[src/rtl/ysyx_25030081_ifu_pkg.sv]
// Shared types and constants for the instruction fetch unit.
package ysyx_25030081_ifu_pkg;

   // Fetch sequencing: issue a request, wait for the word, hold it for the core.
   typedef enum logic [1:0] {
      REQ  = 2'd0,
      WAIT = 2'd1,
      HOLD = 2'd2
   } ifu_state_e;

   // Sequential fetch stride in bytes.
   localparam int unsigned INST_BYTES = 4;

   // Architectural PC after reset.
   localparam logic [31:0] DEFAULT_RESET_PC = 32'h8000_0000;

endpackage

[src/rtl/ysyx_25030081_ifu_fsm.sv]
// Fetch sequencer: tracks which phase the single outstanding fetch is in and
// whether its response has been made stale by a redirect (kill).
module ysyx_25030081_ifu_fsm
   import ysyx_25030081_ifu_pkg::*;
(
   input  logic       clk,
   input  logic       rst,
   input  logic       req_fire_i,
   input  logic       rsp_valid_i,
   input  logic       out_fire_i,
   input  logic       redirect_valid_i,
   output ifu_state_e state_o,
   output logic       kill_o
);

   ifu_state_e state_q, state_d;
   logic       kill_q, kill_d;

   // Next-state and kill-flag decision for the current phase.
   always_comb begin
      // NOTE: every output of this block gets a default before the case so no path leaves it unassigned (which would infer a latch).
      state_d = state_q;
      kill_d  = kill_q;
      case (state_q)
         REQ: begin
            if (req_fire_i) begin
               state_d = WAIT;
               // A redirect in the acceptance cycle makes the in-flight word stale.
               kill_d  = redirect_valid_i;
            end
         end
         WAIT: begin
            if (rsp_valid_i) begin
               // Stale or redirected responses are dropped and a new fetch starts.
               kill_d  = 1'b0;
               state_d = (kill_q || redirect_valid_i) ? REQ : HOLD;
            end else if (redirect_valid_i) begin
               kill_d = 1'b1;
            end
         end
         HOLD: begin
            if (out_fire_i || redirect_valid_i) begin
               state_d = REQ;
            end
         end
         default: begin
            state_d = REQ;
            kill_d  = 1'b0;
         end
      endcase
   end

   // State and kill registers.
   always_ff @(posedge clk or negedge rst) begin
      if (!rst) begin
         state_q <= REQ;
         kill_q  <= 1'b0;
      end else begin
         // NOTE: non-blocking assignments so all registers update from pre-edge values.
         state_q <= state_d;
         kill_q  <= kill_d;
      end
   end

   assign state_o = state_q;
   assign kill_o  = kill_q;

endmodule

[src/rtl/ysyx_25030081_ifu.sv]
// Instruction fetch unit: owns the PC, issues one fetch at a time, buffers
// the returned word and hands it to the core, applying next-PC redirects.
module ysyx_25030081_ifu
   import ysyx_25030081_ifu_pkg::*;
#(
   parameter int unsigned           ADDR_WIDTH = 32,
   parameter int unsigned           DATA_WIDTH = 32,
   parameter logic [ADDR_WIDTH-1:0] RESET_PC   = ADDR_WIDTH'(DEFAULT_RESET_PC)
)(
   input  logic                  clk,
   input  logic                  rst,
   output logic                  req_valid,
   input  logic                  req_ready,
   output logic [ADDR_WIDTH-1:0] req_addr,
   input  logic                  rsp_valid,
   input  logic [DATA_WIDTH-1:0] rsp_data,
   input  logic                  rsp_err,
   output logic                  out_valid,
   input  logic                  out_ready,
   output logic [DATA_WIDTH-1:0] out_inst,
   output logic [ADDR_WIDTH-1:0] out_pc,
   output logic                  out_err,
   input  logic                  redirect_valid,
   input  logic [ADDR_WIDTH-1:0] redirect_pc
);

   ifu_state_e            state;
   logic                  kill;
   logic                  req_fire;
   logic                  out_fire;
   logic                  buf_load;
   logic [ADDR_WIDTH-1:0] pc_q, pc_d;
   logic [DATA_WIDTH-1:0] inst_q;
   logic [ADDR_WIDTH-1:0] bpc_q;
   logic                  err_q;

   ysyx_25030081_ifu_fsm u_fsm (
      .clk              (clk),
      .rst              (rst),
      .req_fire_i       (req_fire),
      .rsp_valid_i      (rsp_valid),
      .out_fire_i       (out_fire),
      .redirect_valid_i (redirect_valid),
      .state_o          (state),
      .kill_o           (kill)
   );

   // The reset state is REQ, so the request is masked while reset is held.
   assign req_valid = rst && (state == REQ);
   assign req_addr  = pc_q;
   assign req_fire  = req_valid && req_ready;

   assign out_valid = (state == HOLD);
   assign out_fire  = out_valid && out_ready;
   assign out_inst  = inst_q;
   assign out_pc    = bpc_q;
   assign out_err   = err_q;

   // Capture only a live response that is not overtaken by a redirect.
   assign buf_load  = (state == WAIT) && rsp_valid && !kill && !redirect_valid;

   // Next PC: a redirect always wins; otherwise step past a consumed word.
   always_comb begin
      pc_d = pc_q;
      if (redirect_valid) begin
         pc_d = redirect_pc;
      end else if (out_fire) begin
         pc_d = pc_q + ADDR_WIDTH'(INST_BYTES);
      end
   end

   // Architectural PC register.
   always_ff @(posedge clk or negedge rst) begin
      if (!rst) begin
         pc_q <= RESET_PC;
      end else begin
         pc_q <= pc_d;
      end
   end

   // Instruction buffer; held stable from capture until the core takes it.
   always_ff @(posedge clk or negedge rst) begin
      // NOTE: the buffer is reset because the out_* ports must read zero while reset is asserted.
      if (!rst) begin
         inst_q <= '0;
         bpc_q  <= '0;
         err_q  <= 1'b0;
      end else if (buf_load) begin
         inst_q <= rsp_data;
         bpc_q  <= pc_q;
         err_q  <= rsp_err;
      end
   end

endmodule

[config.mk]
export PLATFORM = sky130hd
export DESIGN_NAME = ysyx_25030081_ifu
export DESIGN_NICKNAME = d
export VERILOG_FILES = /design/src/rtl/ysyx_25030081_ifu_pkg.sv /design/src/rtl/ysyx_25030081_ifu_fsm.sv /design/src/rtl/ysyx_25030081_ifu.sv
export SDC_FILE = /design/constraint.sdc
export NUM_CORES = 1
export LEC_CHECK = 0
export CAP_MARGIN = 30
export CORE_MARGIN = 2
export CORE_UTILIZATION = 44
export DETAILED_ROUTE_END_ITERATION = 10
export PLACE_DENSITY = 0.81
export SETUP_SLACK_MARGIN = 0.1
export SLEW_MARGIN = 20
export SYNTH_ARGS = -nofsm -noshare
export SYNTH_HDL_FRONTEND = slang
export SYNTH_SLANG_ARGS = --single-unit
[constraint.sdc]
create_clock -name clk -period 2.15 [get_ports clk]
set_clock_uncertainty 0.1 [all_clocks]
set_input_delay 0.43 -clock clk [delete_from_list [all_inputs] [get_ports clk]]
set_output_delay 0.43 -clock clk [all_outputs]
set_load 0.03 [all_outputs]
==> impl_metrics.yaml, run 1 <==
setup_path:
  arrival_ns: 1.47
  cp_max_fo: 2
  cp_cell_sequence: "clkdlybuf4s50_1"
  worst-path-stages: 1
  rr_worst_depth: 4
  startpoint_type: "flip-flop"
  max_stage_delay_ns: 0.69
  cp.buffers_inverters: 1
  slowest_stage: "clkdlybuf4s50_1"
  critical_path_class: "flip-flop to output port"
  critPathTopFamily: "buffers and inverters"
  required_ns: 1.62
  end_kind: "output port"
clocking:
  cts-buffers-inserted: 9
  cts.path.max_buffers: 2
  clk_pin_slew_ns: 0.11
  htreeDepth: 3
  tritoncts: "built"
  cts_sinks: 100
  root_buffer: "clkbuf_8"
  worstSkewPairLatency_ns: 0.37
placement:
  dpl.cell_count: 653
  gp_congestion: 0.7746
  hpwlAfterDp_um: 8096
  portBuffers: 169
global_route:
  grt_pass1_vias: 3402
  grt_overflow_total: 0
  grt_use_total: 0.2132
  antenna_found_initial: 0
  grt_max_degree: 58
  grt_pass1_wl_um: 17370
timing:
  hold_ws_ns: -0.005283
  grt_setup_unrepaired: "false"
  drv_slew: 0
  setup_violations: 0
  worstMarginPinSlew_ns: 0.8183
  period_needed_ns: 2.005
  finalCritPeriodShare: 0.9325
  hold_viol: 10
  slew_headroom: 0.4527
  max_freq_ghz: 0.4988
logic_synthesis:
  avgSynthCellArea_um2: 12.45
  synthFlopType: "dfrtp_1"
  synth-edff-count: 0
  ys_seq_area_frac: 0.5780
  netlist_area_um2: 4332
  ys_async_sr_fraction: 1.000
  synthesis.nets: 420
  synth_cells: 348
  yosys.cell_types.count: 39
  ys_ff_latch: 100
  ys_warn_count: 0
floorplan:
  die_y_um: 103.2
  start_util: 0.4473
  core.rowCount: 36
  core-area_um2: 9684
  ios: 170
  die_w_um: 103.2
  dieArea_um2: 10650
power:
  ir_drop_uv: 674.2
  switching_share: 0.3942
  pwr-share-seq: 0.379
  combPwrFrac: 0.475
  pwr-share-clk: 0.146
  p_sw_uw: 3057
  p_leak_uw: 0.002802
  p_per_area_nw_per_um2: 1201
  power.total_uw: 7754
  internal_power_uw: 4697
hold_path:
  hp-class: "input port to asynchronous set/reset pin"
status:
  violations: "hold timing"
  status: "finished with violations"
layout:
  final_cell_mix: "clkdlybuf4s50_1, dfrtp_1, mux2_2"
  nFillCells: 762
  instances_no_fill: 670
  area_growth_pct: 49.08
  final_common_cell: "clkdlybuf4s50_1"
  n_antenna_cell: 0
  final_util: 0.6668
  nets: 604
  drive_above_1_share: 0.2160
route:
  firstDrtPassIters: 4
  drt_iter0_markers: 93
  wire_per_inst_um: 16.32
  vias: 3357
  ant_nets: 0
  drt_wl_total_um: 10930
  avgViaCountPerCell: 5.010
  drc_errors: 0
job:
  cap_violations: 0
[synth_stat cells, drive strengths merged, types with 4 or more instances]
cell type	n	area, um2
dfrtp	99	2477
mux2	69	777.0
nand2	34	127.6
o21ai	27	135.1
nor2	15	56.30
xor2	15	131.4
nand3	12	65.06
nand4	11	68.82
xnor2	11	96.34
buf	8	41.29
and3	7	43.79
clkbuf	7	26.28
inv	5	18.77
nor3	4	25.02
[state kept, by name, summed over array words and instances (netlist names)]
name,cells
out_err,1
out_inst,32
req_addr,32
out_pc,32
u_fsm.kill_o,1
u_fsm.state_o,2
[stage by stage]
| stage | setup slack (ns) | cell area (um2) | setup TNS, ns |
|---|---|---|---|
| floorplan | 0.2257 | 4332 | 0 |
| global placement | -0.1359 | 6276 | -1.314 |
| detailed placement | -0.1626 | 6276 | -1.892 |
| CTS | 0.03620 | 6440 | 0 |
| global route | 0.1046 | 6457 | 0 |
| finish | 0.1452 | 6457 | 0 |
[final cells by class]
class	instances	area [um2]	share of cell area
sequential	100	2504	0.3877
timing repair buffer	188	1837	0.2844
multi-input combinational	228	1749	0.2709
tap	133	166.4	0.02577
clock buffer	9	123.9	0.01918
clock inverter	7	58.81	0.009107
inverter	5	18.77	0.002906
[power by group through the flow]
stage	combinational, uW	clock (uW)	sequential (uW)
after floorplan	697	0	4280
after global placement	3680	0	2940
after detailed placement	3740	0	2990
after CTS	3720	1160	2950
after global routing	3880	1230	3030
final	3680	1130	2940
[layer usage]
| metal | up-vias | part of all wire | GRT usage |
|---|---|---|---|
| met5 | - | 0 | 0 |
| met4 | 0 | 0.016 | 0.08603 |
| met3 | 12 | 0.080 | 0.05309 |
| met2 | 122 | 0.47 | 0.3437 |
| met1 | 1629 | 0.43 | 0.2781 |
| li1 | 1594 | - | - |
[what timing repair did]
action                     4_1_cts  5_1_grt
hold endpoints to repair        17        0
hold buffers                     1        0
setup endpoints to repair       23       12
setup buffers                    0        0
gates cloned                     0        0
resized for setup               23       11
[final timing paths]
path | start | endpoint | slack [ns]
setup / recovery | req_addr[29] | req_addr[29] | 0.15
setup reg to reg | u_fsm.state_o[0] | req_addr[29] | 0.26
hold reg to reg | out_pc[7] | out_pc[7] | 0.41
max in group asynchronous | rst | req_addr[5] | 0.81
hold / removal | rst | out_inst[20] | -0.005
min in group clk | rst | u_fsm.kill_o | 0.36
[kinds of logic after synthesis]
kind of cell / synth area share
multiplexers: 0.1817
buffers and inverters: 0.01993
XOR/XNOR: 0.05257
AO/OA/AOI/OAI: 0.04564
AND/OR/NAND/NOR: 0.1193
flip-flops: 0.5780
adder cells (fa/ha/maj): 0.002888
(Power assumes the default switching activity.)
==> run 2: changes to the inputs <==
--- a/config.mk
+++ b/config.mk
@@ -9,6 +9,7 @@
 export CORE_MARGIN = 2
 export CORE_UTILIZATION = 44
 export DETAILED_ROUTE_END_ITERATION = 10
+export GPL_ROUTABILITY_DRIVEN = 0
 export PLACE_DENSITY = 0.81
 export SETUP_SLACK_MARGIN = 0.1
 export SLEW_MARGIN = 20
==> results of run 2 <==
Same layout as run 1: the final DEF is identical, and so are final timing and power.
